### src/rtl/fetch_pkg.sv
// Shared types and constants for the instruction-fetch front end.
package fetch_pkg;

    localparam int INST_W     = 32;
    localparam int ROM_ADDR_W = 10;
    localparam logic [INST_W-1:0] RESET_PC = '0;

    // One buffered fetch result: byte PC plus the instruction word read there.
    typedef struct packed {
        logic [INST_W-1:0] pc;
        logic [INST_W-1:0] inst;
    } fetch_entry_t;

endpackage

### src/rtl/fetch_buf2.sv
// Two-entry in-order FIFO of fetch results. The head is a register, so the
// consumer sees it one cycle after the push. Flush clears the occupancy, but
// a pop issued in the same cycle still counts as a completed transfer.
module fetch_buf2
    import fetch_pkg::*;
(
    input  logic         clk,
    input  logic         rst,
    input  logic         push,
    input  logic         pop,
    input  logic         flush,
    input  fetch_entry_t din,
    output fetch_entry_t head,
    output logic [1:0]   count
);

    fetch_entry_t ent0, ent1;

    assign head = ent0;

    // Entry storage and occupancy; ent0 is always the oldest entry.
    always_ff @(posedge clk) begin
        if (rst) begin
            ent0  <= '0;
            ent1  <= '0;
            count <= 2'd0;
        end else if (flush) begin
            count <= 2'd0;
        end else begin
            case ({push, pop})
                2'b10: begin
                    if (count == 2'd0) ent0 <= din;
                    else               ent1 <= din;
                    count <= count + 2'd1;
                end
                2'b01: begin
                    ent0  <= ent1;
                    count <= count - 2'd1;
                end
                2'b11: begin
                    // count is 1 or 2 here; occupancy is unchanged
                    if (count == 2'd2) begin
                        ent0 <= ent1;
                        ent1 <= din;
                    end else begin
                        ent0 <= din;
                    end
                end
                default: ;
            endcase
        end
    end

    // The issue rule upstream must never let a third entry arrive.
    overflow_chk: assert property (@(posedge clk) disable iff (rst)
        !(push && !pop && !flush && count == 2'd2));

endmodule

### src/rtl/if_fetch_unit.sv
// Instruction-fetch front end: owns the PC, issues one ROM word read per
// cycle while there is room, and parks returned words in a 2-entry buffer
// that decode drains over valid/ready. Redirect flushes buffered and
// in-flight fetches; halt stops new issues but lets in-flight data land.
// N must stay equal to INST_W-1 so PCs fit the buffered entry type.
module if_fetch_unit
    import fetch_pkg::*;
#(
    parameter int         N        = INST_W - 1,
    parameter int         ADDR_W   = ROM_ADDR_W,
    parameter logic [N:0] RESET_PC = fetch_pkg::RESET_PC
) (
    input  logic              clk,
    input  logic              rst,
    output logic              mem_en,
    output logic [ADDR_W-1:0] mem_addr,
    input  logic [N:0]        mem_rdata,
    output logic              out_valid,
    input  logic              out_ready,
    output logic [N:0]        out_inst,
    output logic [N:0]        out_pc,
    input  logic              redirect_valid,
    input  logic [N:0]        redirect_pc,
    input  logic              halt
);

    localparam logic [N:0] PC_STEP  = (N+1)'(4);
    localparam logic [N:0] ALN_MASK = ~((N+1)'(3));

    logic [N:0]   fetch_pc;
    logic [N:0]   tag_pc;
    logic [N:0]   tgt_pc;
    logic [N:0]   issue_pc;
    logic         inflight;
    logic         cancel;
    logic         pop;
    logic         push;
    logic [1:0]   count;
    logic [2:0]   occ;
    fetch_entry_t din;
    fetch_entry_t head;

    assign tgt_pc   = redirect_pc & ALN_MASK;
    assign issue_pc = redirect_valid ? tgt_pc : fetch_pc;
    assign pop      = out_valid && out_ready;

    // Slots already spoken for after this cycle's pop: buffered plus the
    // word arriving now. A redirect empties both, so the target always fits.
    assign occ      = {1'b0, count} + {2'b00, inflight} - {2'b00, pop};
    assign mem_en   = !rst && !halt && (redirect_valid || occ < 3'd2);
    assign mem_addr = issue_pc[ADDR_W+1:2];

    // Word returning this cycle was fetched down the old path.
    assign cancel   = inflight && redirect_valid;
    assign push     = inflight && !cancel;
    assign din.pc   = tag_pc;
    assign din.inst = mem_rdata;

    // PC, in-flight flag and the tag that pairs the returning word with its PC.
    always_ff @(posedge clk) begin
        if (rst) begin
            fetch_pc <= RESET_PC;
            tag_pc   <= '0;
            inflight <= 1'b0;
        end else begin
            inflight <= mem_en;
            if (mem_en) begin
                tag_pc   <= issue_pc;
                fetch_pc <= issue_pc + PC_STEP;
            end else if (redirect_valid) begin
                fetch_pc <= tgt_pc;
            end
        end
    end

    fetch_buf2 u_buf (
        .clk   (clk),
        .rst   (rst),
        .push  (push),
        .pop   (pop),
        .flush (redirect_valid),
        .din   (din),
        .head  (head),
        .count (count)
    );

    assign out_valid = (count != 2'd0);
    assign out_inst  = head.inst;
    assign out_pc    = head.pc;

endmodule

### config.mk
export PLATFORM = sky130hd
export DESIGN_NAME = if_fetch_unit
export DESIGN_NICKNAME = d
export VERILOG_FILES = /design/src/rtl/fetch_pkg.sv /design/src/rtl/fetch_buf2.sv /design/src/rtl/if_fetch_unit.sv
export SDC_FILE = /design/constraint.sdc
export NUM_CORES = 1
export LEC_CHECK = 0
export CAP_MARGIN = 20
export CORE_UTILIZATION = 40
export CTS_CLUSTER_SIZE = 8
export DETAILED_ROUTE_END_ITERATION = 12
export PLACE_DENSITY = 0.69
export SYNTH_ARGS = -nofsm -noshare
export SYNTH_HDL_FRONTEND = slang
export SYNTH_SLANG_ARGS = --single-unit
### constraint.sdc
create_clock -name clk -period 4.4 [get_ports clk]
set_input_delay 0.88 -clock clk [delete_from_list [all_inputs] [get_ports clk]]
set_output_delay 0.88 -clock clk [all_outputs]
set_load 0.05 [all_outputs]
==> results of run 1 <==
worst min-delay path by stage:
stage / slack, ns / start / end / cells past startpoint
3_3_place_gp: 0.44 / u_buf.ent1[1]$_SDFFE_PP0P_ / u_buf.ent1[1]$_SDFFE_PP0P_ / 2
2_1_floorplan: 0.43 / fetch_pc[0]$_SDFF_PP0_ / fetch_pc[0]$_SDFF_PP0_ / 1
5_1_grt: 0.47 / u_buf.ent1[30]$_SDFFE_PP0P_ / u_buf.ent1[30]$_SDFFE_PP0P_ / 2
3_5_place_dp: 0.45 / u_buf.ent1[30]$_SDFFE_PP0P_ / u_buf.ent1[30]$_SDFFE_PP0P_ / 2
4_1_cts: 0.46 / u_buf.ent1[46]$_SDFFE_PP0P_ / u_buf.ent1[46]$_SDFFE_PP0P_ / 2
6_report: 0.45 / u_buf.ent1[61]$_SDFFE_PP0P_ / u_buf.ent1[61]$_SDFFE_PP0P_ / 2
per-stage QoR:
step | setup slack (ns) | cell area (sq um) | power (uW) | instances
after global routing | 0.272 | 10500 | 4230 | 1353
after floorplan | 0.793 | 8480 | 2380 | 988
final | 0.436 | 10500 | 4050 | 1353
after CTS | 0.430 | 10500 | 4100 | 1353
after global placement | 0.236 | 9980 | 2610 | 1325
after detailed placement | 0.172 | 9980 | 2620 | 1325
layout make-up:
type / instances / area, sq um
Multi-Input combinational cell: 696 / 4180
Clock inverter: 9 / 110
Sequential cell: 195 / 3900
Inverter: 11 / 41.3
Fill cell: 1973 / 9970
Timing Repair Buffer: 153 / 1520
Tap cell: 270 / 338
Clock buffer: 19 / 433
Yosys cell counts, drive strengths merged, types with 4 or more instances:
library cell  number  share of area, %
o21ai             12              0.71
nor2b             11              0.81
mux2i             83               9.8
nand4b             4              0.41
mux2              13               1.7
o31ai              4              0.35
a211oi            90               8.0
nand4             10              0.81
nand2b            10              0.74
or4                4              0.35
clkbuf            45               2.0
and3               6              0.44
buf               41               2.7
nor3              14              0.83
nor2             127               5.6
nand3b             4              0.35
nand3             21               1.2
a21oi             83               4.9
inv               11              0.49
nand2            153               6.8
dfxtp            195                46
xnor2              8              0.83
worst max-delay path, stage by stage:
cell and delay [ns]:
sky130_fd_sc_hd__clkdlybuf4s50_1 0.58, sky130_fd_sc_hd__nand2_1 0.10, sky130_fd_sc_hd__mux2i_1 0.17, sky130_fd_sc_hd__nand2_1 0.10, sky130_fd_sc_hd__fa_1 0.38, sky130_fd_sc_hd__xor2_1 0.36
sky130_fd_sc_hd__o22a_1 0.24, sky130_fd_sc_hd__nor2_1 0.05, sky130_fd_sc_hd__buf_4 0.22
where the power goes:
group | leakage, uW | total [uW] | internal, uW | switching (uW)
Clock | 0.000257 | 1480 | 827 | 651
Sequential | 0.00159 | 1900 | 1850 | 52.4
Combinational | 0.00171 | 669 | 252 | 417
Total | 0.00356 | 4050 | 2930 | 1120
kinds of logic after synthesis:
| logic type | synth area share [%] |
|---|---|
| flops | 46.1 |
| buf+inv | 5.15 |
| simple gates | 19.6 |
| fa+ha+maj | 0.384 |
| compound gates | 16.3 |
| xor+xnor | 0.930 |
| mux | 11.5 |
metal layers:
metal | GRT usage [%] | up-vias
li1 | - | 3629
met1 | 26.8 | 3217
met2 | 27.0 | 181
met3 | 3.52 | 14
met4 | 5.41 | 0
met5 | 0 | -
registers in the layout (all words and copies together), names as in the netlist:
name	flops
u_buf.head	64
u_buf.ent1	64
fetch_pc	32
tag_pc	32
u_buf.count	2
inflight	1
==> out/summary.txt, run 1 <==
STATUS
--------------------------------------------------------------------------------
Outcome ...........................................................    completed

FINAL LAYOUT
--------------------------------------------------------------------------------
Growth of design area from synthesis to finish ....................        24.2%
Number of nets in the layout ......................................         1145
Final cell utilization of the core ................................        51.4%
Layout cell share with drive strength beyond 1 ....................        6.00%
Antenna diode count ...............................................            0
Highest-count cells in the layout ignoring fill and taps .......... 195 x sky130_fd_sc_hd__dfxtp_1, 153 x sky130_fd_sc_hd__nand2_1, 139 x sky130_fd_sc_hd__clkdlybuf4s50_1
Most common cell after layout, fill and taps aside ................ sky130_fd_sc_hd__dfxtp_1

SYNTHESIS
--------------------------------------------------------------------------------
Number of enable flip-flop cells after synthesis ..................            0
Syn Nets ..........................................................         1059
Synthesized netlist cell count ....................................          988
Register bit total from synthesis .................................          195
Cell area after synthesis .........................................   8480 sq um
Number of warnings issued by yosys ................................            0
Most frequently used flop master after synthesis .................. sky130_fd_sc_hd__dfxtp_1
Unique cell type count in the Yosys netlist .......................           52
Synthesized area divided by synthesized cell count ................   8.58 sq um
Share of async-settable or async-resettable flops after synthesis .           0%
Sequential fraction of the synthesis area .........................        46.1%

CLOCK TREE
--------------------------------------------------------------------------------
TritonCTS Sinks ...................................................          195
Buffer depth of the longest clock path ............................            2
TritonCTS clock tree ..............................................        built
Cts bufs inserted .................................................           17
Number of levels in the clock H-tree ..............................            4
Post-CTS repair timing setup buffer count .........................            0
Hold buffer count at cts ..........................................            0
Post-CTS sizing ...................................................            0
Clock transition at the registers of the reported paths ...........      0.06 ns
Clk_lat worst skew ................................................      0.42 ns
Cell at the root of the clock tree ................................ sky130_fd_sc_hd__clkbuf_16

ROUTE
--------------------------------------------------------------------------------
Number of nets with antenna violations after routing ..............            0
Wire length reported by the detailed router .......................     19900 um
DRT met1 WL .......................................................     10000 um
Average wire per standard cell ....................................      14.7 um
Violation count after the first detailed-route iteration ..........          373
Vias post-DR ......................................................         7041
Detail-routed via count per cell ..................................         5.20
First-pass iteration count of the detailed router .................            6
DRC violation count after routing .................................            0
Met3 routed WL ....................................................      1110 um
Routed wl met2 ....................................................      8520 um
Uppermost signal routing layer after detailed routing .............         met4

STA
--------------------------------------------------------------------------------
Final critical-path share of the clock period .....................        90.1%
Final-report setup violation count ................................            0
Final hold viol count .............................................            0
Number of slew-limit violations in the final report ...............            0
Actual slew at the worst max-slew pin .............................      1.07 ns
Maximum achievable frequency ......................................      252 MHz
Sum Neg Setup Slack ...............................................         0 ns
Final clock skew ..................................................   0.00889 ns
Relative slew margins .............................................        28.5%
Worst hold margin .................................................     0.452 ns
Time the worst path needs with I/O delays and setup ...............      3.96 ns
Setup repair after global routing missed its margin ...............           no

CRITICAL PATH
--------------------------------------------------------------------------------
Worst setup startpoint ............................................    out_ready
Crit Reg-Reg Startpoint ........................................... u_buf.count[0]$_SDFFE_PP0P_
Start-to-end type of the worst setup path .........................    in -> out
Worst reg2reg path endpoint ....................................... fetch_pc[21]$_SDFF_PP0_
Worst Path Max Fanout .............................................            7
CP startpoint kind ................................................ primary input
R2R Setup Slk .....................................................      1.11 ns
Worst path arrival time ...........................................      3.08 ns
Required @ worst endpoint .........................................      3.52 ns
Endpoint kind of the worst setup timing path ......................   output pin
Worst Reg-to-Reg Cells ............................................            8
Capturing element of the worst setup path .........................       mem_en

FLOORPLAN
--------------------------------------------------------------------------------
Starting density of the core ......................................        41.4%
Area of the placeable core ........................................  20500 sq um
I/O pins ..........................................................          145
Number of cell rows ...............................................           52
Area of the die ...................................................  21800 sq um
Floorplan die width ...............................................       148 um
DIE HEIGHT ........................................................       148 um

GRT
--------------------------------------------------------------------------------
Number of global-route vias before repair .........................         6258
Wire length of the first global-routing pass ......................     32000 um
Largest net degree at the start of global routing .................          129
Initial antenna violation count ...................................            0
Aggregate global-route resource usage .............................        18.3%
Total overflow reported by the global router ......................            0

PWR
--------------------------------------------------------------------------------
Maximum ir drop on the vdd rail ...................................   0.000252 V
Static leakage power ..............................................   0.00356 uW
Power density normalized to cell area .............................  385 nW/um^2

PLACE
--------------------------------------------------------------------------------
Number of port buffers ............................................          142
GPL Wtd Cong ......................................................        0.840
Post-DP HPWL ......................................................     13000 um

FLOW RUN
--------------------------------------------------------------------------------
Number of max-capacitance violations reported .....................            0

WORST HOLD PATH
--------------------------------------------------------------------------------
Path category of the worst min-delay check ........................   reg -> reg

Power figures use the tool's default switching activity.
==> run 2, diff against run 1 <==
- HOLD_SLACK_MARGIN: not set -> 0.15
- MAX_ROUTING_LAYER: not set -> met4
==> out/summary.txt, run 2 (synthesized netlist as in run 1, its figures left out) <==
WORST HOLD PATH
-----------------------------------------------------------------------
Worst Hold Launch ........................................ u_buf.ent1[61]$_SDFFE_PP0P_   unchanged
Path category of the worst min-delay check ...............   reg -> reg   unchanged

CLOCK TREE
-----------------------------------------------------------------------
TritonCTS Sinks ..........................................          195   unchanged
Cell at the root of the clock tree ....................... sky130_fd_sc_hd__clkbuf_16   unchanged
Clock transition at the registers of the reported paths ..      0.06 ns   about the same
Clk_lat worst skew .......................................      0.42 ns   about the same
Cts bufs inserted ........................................           17   unchanged
TritonCTS clock tree .....................................        built   unchanged
Post-CTS sizing ..........................................            0   unchanged
Hold buffer count at cts .................................            0   unchanged
Number of levels in the clock H-tree .....................            4   unchanged
Buffer depth of the longest clock path ...................            2   unchanged
Post-CTS repair timing setup buffer count ................            0   unchanged

GRT
-----------------------------------------------------------------------
Total overflow reported by the global router .............            0   unchanged
Wire length of the first global-routing pass .............     32000 um   about the same
Number of global-route vias before repair ................         6249   was 6258
Aggregate global-route resource usage ....................        18.9%   was 18.3%
Largest net degree at the start of global routing ........          129   unchanged
Initial antenna violation count ..........................            0   unchanged

PWR
-----------------------------------------------------------------------
Power density normalized to cell area ....................  385 nW/um^2   about the same
Maximum ir drop on the vdd rail ..........................   0.000252 V   about the same
Static leakage power .....................................   0.00356 uW   unchanged

FINAL LAYOUT
-----------------------------------------------------------------------
Final cell utilization of the core .......................        51.4%   unchanged
Layout cell share with drive strength beyond 1 ...........        6.00%   unchanged
Highest-count cells in the layout ignoring fill and taps . 195 x sky130_fd_sc_hd__dfxtp_1, 153 x sky130_fd_sc_hd__nand2_1, 139 x sky130_fd_sc_hd__clkdlybuf4s50_1   unchanged
Most common cell after layout, fill and taps aside ....... sky130_fd_sc_hd__dfxtp_1   unchanged
Growth of design area from synthesis to finish ...........        24.2%   unchanged
Antenna diode count ......................................            0   unchanged
Number of nets in the layout .............................         1145   unchanged

STA
-----------------------------------------------------------------------
Number of slew-limit violations in the final report ......            0   unchanged
Final clock skew .........................................   0.00993 ns   was 0.00889 ns
Worst hold margin ........................................     0.453 ns   was 0.452 ns
Relative slew margins ....................................        27.6%   was 28.5%
Sum Neg Setup Slack ......................................         0 ns   unchanged
Final hold viol count ....................................            0   unchanged
Setup repair after global routing missed its margin ......           no   unchanged
Actual slew at the worst max-slew pin ....................      1.09 ns   was 1.07 ns
Time the worst path needs with I/O delays and setup ......      3.96 ns   about the same
Maximum achievable frequency .............................      252 MHz   about the same
Final-report setup violation count .......................            0   unchanged
Final critical-path share of the clock period ............        90.1%   about the same

PLACE
-----------------------------------------------------------------------
Number of port buffers ...................................          142   unchanged
Post-DP HPWL .............................................     13000 um   unchanged
GPL Wtd Cong .............................................        0.853   was 0.840

ROUTE
-----------------------------------------------------------------------
DRC violation count after routing ........................            0   unchanged
Vias post-DR .............................................         7047   was 7041
First-pass iteration count of the detailed router ........            6   unchanged
Wire length reported by the detailed router ..............     19900 um   about the same
Violation count after the first detailed-route iteration .          375   was 373
Average wire per standard cell ...........................      14.7 um   about the same
Number of nets with antenna violations after routing .....            0   unchanged
Detail-routed via count per cell .........................         5.21   was 5.20

FLOORPLAN
-----------------------------------------------------------------------
Number of cell rows ......................................           52   unchanged
Starting density of the core .............................        41.4%   unchanged
Floorplan die width ......................................       148 um   unchanged
Area of the placeable core ...............................  20500 sq um   unchanged
I/O pins .................................................          145   unchanged
Area of the die ..........................................  21800 sq um   unchanged
DIE HEIGHT ...............................................       148 um   unchanged

CRITICAL PATH
-----------------------------------------------------------------------
Worst setup startpoint ...................................    out_ready   unchanged
Required @ worst endpoint ................................      3.52 ns   about the same
Critical path's most frequent cell ....................... sky130_fd_sc_hd__nand2_1   unchanged
Top cell family by delay on the critical path ............ buffers and inverters   unchanged
Worst path arrival time ..................................      3.08 ns   about the same
Crit path buffers/inverters ..............................            2   unchanged
Slowest stage delay, CP ..................................      0.58 ns   about the same
Endpoint kind of the worst setup timing path .............   output pin   unchanged
Worst path slowest cell .................................. sky130_fd_sc_hd__clkdlybuf4s50_1   unchanged
CP startpoint kind ....................................... primary input   unchanged
Crit Reg-Reg Startpoint .................................. u_buf.count[0]$_SDFFE_PP0P_   unchanged
Worst Path Max Fanout ....................................            7   unchanged
Start-to-end type of the worst setup path ................    in -> out   unchanged
List of cells traversed by the critical path ............. clkdlybuf4s50_1, nand2_1, mux2i_1, nand2_1, fa_1, xor2_1, o22a_1, nor2_1, buf_4   unchanged

FLOW RUN
-----------------------------------------------------------------------
Number of max-capacitance violations reported ............            0   unchanged

STATUS
-----------------------------------------------------------------------
Outcome ..................................................    completed   unchanged

-- run 2: stage by stage --
| step | setup WS (ns) | instance area (sq um) | cells | power, uW |
|---|---|---|---|---|
| after CTS | 0.430 | 10500 | 1353 | 4100 |
| after global placement | 0.236 | 9980 | 1325 | 2610 |
| final | 0.437 | 10500 | 1353 | 4050 |
| after detailed placement | 0.172 | 9980 | 1325 | 2620 |
| after global routing | 0.272 | 10500 | 1353 | 4230 |
| after floorplan | 0.793 | 8480 | 988 | 2380 |
-- run 2: area by class of cell --
type / instances / area [sq um]
Timing Repair Buffer: 153 / 1520
Clock buffer: 19 / 433
Fill cell: 1973 / 9970
Inverter: 11 / 41.3
Sequential cell: 195 / 3900
Tap cell: 270 / 338
Clock inverter: 9 / 110
Multi-Input combinational cell: 696 / 4180
-- run 2: routing by layer --
| layer | part of all wire [%] | GRT usage [%] |
|---|---|---|
| met1 | 51 | 27.0 |
| met2 | 43 | 26.9 |
| met3 | 4.7 | 3.46 |
| met4 | 1.0 | 5.41 |
| met5 | 0 | - |
-- run 2: tightest hold or removal path, cell delays in order (launching register included) --
cell and delay, ns:
sky130_fd_sc_hd__dfxtp_1 0.31, sky130_fd_sc_hd__nand2_1 0.05, sky130_fd_sc_hd__a21oi_1 0.05
-- run 2: worst paths after layout --
kind	end	slack (ns)	cells past startpoint
min reg2reg	u_buf.ent1[61]$_SDFFE_PP0P_	0.45	2
max	mem_en	0.44	9
max reg2reg	fetch_pc[21]$_SDFF_PP0_	1.11	8
min	u_buf.ent1[61]$_SDFFE_PP0P_	0.45	2
-- run 2: where the power goes --
group	internal [uW]	total, uW	switching [uW]
clock network	827	1480	652
registers	1850	1900	52.4
logic	252	670	418
total	2930	4050	1120
==> run 3, diff against run 2 <==
- PLACE_DENSITY: 0.69 -> 0.67
==> out/summary.txt, run 3 (synthesized netlist as in run 1, its figures left out) <==
CRITICAL PATH
------------------------------------------------------------------------
Worst setup startpoint ....................................    out_ready   unchanged
Worst Reg-to-Reg Cells ....................................            8   unchanged
CP startpoint kind ........................................ primary input   unchanged
Crit Reg-Reg Startpoint ................................... u_buf.count[0]$_SDFFE_PP0P_   unchanged
Worst Path Max Fanout .....................................            7   unchanged
Worst path slowest cell ................................... sky130_fd_sc_hd__clkdlybuf4s50_1   unchanged
Slowest stage delay, CP ...................................      0.59 ns   was 0.58 ns
Worst reg2reg path endpoint ............................... fetch_pc[23]$_SDFF_PP0_   was fetch_pc[21]$_SDFF_PP0_
Required @ worst endpoint .................................      3.52 ns   about the same
Capturing element of the worst setup path .................       mem_en   unchanged
R2R Setup Slk .............................................      1.09 ns   was 1.11 ns
List of cells traversed by the critical path .............. clkdlybuf4s50_1, nand2_1, mux2i_1, nand2_1, fa_1, xor2_1, o22a_1, nor2_1, buf_4   unchanged
Endpoint kind of the worst setup timing path ..............   output pin   unchanged
Critical path's most frequent cell ........................ sky130_fd_sc_hd__nand2_1   unchanged
Start-to-end type of the worst setup path .................    in -> out   unchanged
Worst path arrival time ...................................      3.09 ns   was 3.08 ns

CLOCK TREE
------------------------------------------------------------------------
TritonCTS clock tree ......................................        built   unchanged
TritonCTS Sinks ...........................................          195   unchanged
Post-CTS sizing ...........................................            0   unchanged
Post-CTS repair timing setup buffer count .................            0   unchanged
Buffer depth of the longest clock path ....................            2   unchanged
Number of levels in the clock H-tree ......................            4   unchanged
Cts bufs inserted .........................................           17   unchanged
Clk_lat worst skew ........................................      0.43 ns   was 0.42 ns
Hold buffer count at cts ..................................            0   unchanged
Clock transition at the registers of the reported paths ...      0.07 ns   was 0.06 ns
Cell at the root of the clock tree ........................ sky130_fd_sc_hd__clkbuf_16   unchanged

FINAL LAYOUT
------------------------------------------------------------------------
Growth of design area from synthesis to finish ............        25.4%   was 24.2%
Layout cell share with drive strength beyond 1 ............        6.70%   was 6.00%
Highest-count cells in the layout ignoring fill and taps .. 195 x sky130_fd_sc_hd__dfxtp_1, 153 x sky130_fd_sc_hd__nand2_1, 139 x sky130_fd_sc_hd__clkdlybuf4s50_1   unchanged
Final cell utilization of the core ........................        51.9%   was 51.4%
Number of nets in the layout ..............................         1147   was 1145
Most common cell after layout, fill and taps aside ........ sky130_fd_sc_hd__dfxtp_1   unchanged
Fillcell total ............................................         1947   was 1973
Antenna diode count .......................................            0   unchanged

FLOORPLAN
------------------------------------------------------------------------
Number of cell rows .......................................           52   unchanged
DIE HEIGHT ................................................       148 um   unchanged
Area of the placeable core ................................  20500 sq um   unchanged
Floorplan die width .......................................       148 um   unchanged
Starting density of the core ..............................        41.4%   unchanged
Area of the die ...........................................  21800 sq um   unchanged
I/O pins ..................................................          145   unchanged

ROUTE
------------------------------------------------------------------------
Wire length reported by the detailed router ...............     19800 um   was 19900 um
Number of nets with antenna violations after routing ......            0   unchanged
DRC violation count after routing .........................            0   unchanged
First-pass iteration count of the detailed router .........            5   was 6
Detail-routed via count per cell ..........................         5.17   was 5.21
Violation count after the first detailed-route iteration ..          347   was 375
Average wire per standard cell ............................      14.6 um   was 14.7 um
Vias post-DR ..............................................         7028   was 7047

STA
------------------------------------------------------------------------
Final critical-path share of the clock period .............        90.3%   was 90.1%
Setup repair after global routing missed its margin .......           no   unchanged
Maximum achievable frequency ..............................      252 MHz   about the same
Final clock skew ..........................................    0.0105 ns   was 0.00993 ns
Time the worst path needs with I/O delays and setup .......      3.97 ns   was 3.96 ns
Number of slew-limit violations in the final report .......            0   unchanged
Final-report setup violation count ........................            0   unchanged
Sum Neg Setup Slack .......................................         0 ns   unchanged
Actual slew at the worst max-slew pin .....................     0.964 ns   was 1.09 ns
Relative slew margins .....................................        35.7%   was 27.6%
Final hold viol count .....................................            0   unchanged
Worst hold margin .........................................     0.453 ns   about the same

FLOW RUN
------------------------------------------------------------------------
Number of max-capacitance violations reported .............            0   unchanged

PLACE
------------------------------------------------------------------------
GPL Wtd Cong ..............................................        0.907   was 0.853
Post-DP HPWL ..............................................     13000 um   about the same
Number of port buffers ....................................          142   unchanged

WORST HOLD PATH
------------------------------------------------------------------------
Hold-critical path depth ..................................            2   unchanged
Path category of the worst min-delay check ................   reg -> reg   unchanged

PWR
------------------------------------------------------------------------
Switching power summed over all nets ......................      1190 uW   was 1120 uW
Static leakage power ......................................   0.00363 uW   was 0.00356 uW
Maximum ir drop on the vdd rail ...........................   0.000272 V   was 0.000252 V
Switching fraction of total power .........................        28.2%   was 27.7%
Power density normalized to cell area .....................  395 nW/um^2   was 385 nW/um^2
Relative contribution of the clock network to total power .        38.8%   was 36.5%
Combinational cell fraction of total power ................        16.0%   was 16.5%
Cell internal pwr .........................................      3020 uW   was 2930 uW
Fraction of power consumed by sequential logic ............        45.3%   was 47.0%

GRT
------------------------------------------------------------------------
Initial antenna violation count ...........................            0   unchanged
Wire length of the first global-routing pass ..............     32000 um   about the same
Aggregate global-route resource usage .....................        18.7%   was 18.9%
Number of global-route vias before repair .................         6263   was 6249
Total overflow reported by the global router ..............            0   unchanged
Largest net degree at the start of global routing .........          129   unchanged

STATUS
------------------------------------------------------------------------
Outcome ...................................................    completed   unchanged

==> run 3: cell count changes in the layout (fill, tap and decap cells not counted) <==
cell	previous run	this run
sky130_fd_sc_hd__buf_4	10	11
sky130_fd_sc_hd__bufinv_16	2	3
sky130_fd_sc_hd__inv_8	0	2
sky130_fd_sc_hd__clkinvlp_4	3	0
sky130_fd_sc_hd__clkinv_4	0	3
sky130_fd_sc_hd__clkbuf_1	2	0
sky130_fd_sc_hd__inv_6	2	5
sky130_fd_sc_hd__buf_12	2	3
==> run 3: worst min path at each step <==
| stage | start | end | slack, ns |
|---|---|---|---|
| after global routing | u_buf.ent1[4]$_SDFFE_PP0P_ | u_buf.ent1[4]$_SDFFE_PP0P_ | 0.47 |
| final | u_buf.ent1[23]$_SDFFE_PP0P_ | u_buf.ent1[23]$_SDFFE_PP0P_ | 0.45 |
| after global placement | fetch_pc[0]$_SDFF_PP0_ | fetch_pc[0]$_SDFF_PP0_ | 0.44 |
| after CTS | u_buf.ent1[51]$_SDFFE_PP0P_ | u_buf.ent1[51]$_SDFFE_PP0P_ | 0.46 |
| after floorplan | fetch_pc[0]$_SDFF_PP0_ | fetch_pc[0]$_SDFF_PP0_ | 0.43 |
| after detailed placement | fetch_pc[1]$_SDFF_PP0_ | fetch_pc[1]$_SDFF_PP0_ | 0.44 |
==> run 3: final cells by class <==
class	instances	area [sq um]	area share, %
multi-input cells	696	4180	39.3
flip-flops and latches	195	3900	36.7
repair buffers	155	1550	14.6
clock buffers	17	425	4.00
well taps	270	338	3.18
clock inverters	15	193	1.81
inverters	11	41.3	0.388
==> run 3: worst max-delay path, delay by kind of cell <==
family	cells	cell delay [ns]
AOI/OAI and AO/OA	1	0.23
xor gates and xnor gates	1	0.35
adders and majority gates	1	0.38
muxes	1	0.18
buffers and inverters	2	0.81
and+or+nand+nor	3	0.26
==> run 3: layer usage <==
layer  routed length, um  global-route usage, %  share of wire, %  up-vias
li1                    -                      -                 -     3641
met2                8490                   27.4                43      198
met4                 232                   5.46               1.2        0
met1               10100                   26.1                51     3172
met5                   0                      -                 0        -
met3                 995                   3.61               5.0       17
==> run 3: power by group through the flow <==
stage | registers (uW) | logic, uW | clock network [uW]
floorplan | 2080 | 306 | 0
global placement | 1940 | 668 | 0
detailed placement | 1940 | 673 | 0
CTS | 1900 | 674 | 1680
global route | 1910 | 721 | 1760
finish | 1900 | 671 | 1630
==> run 3: through the flow <==
stage          worst slack, ns  area [sq um]  std cells  power (uW)
2_1_floorplan            0.793          8480        988        2380
3_3_place_gp             0.217         10000       1327        2610
3_5_place_dp             0.145         10000       1327        2620
4_1_cts                  0.438         10600       1359        4250
5_1_grt                  0.260         10600       1359        4390
6_report                 0.428         10600       1359        4200
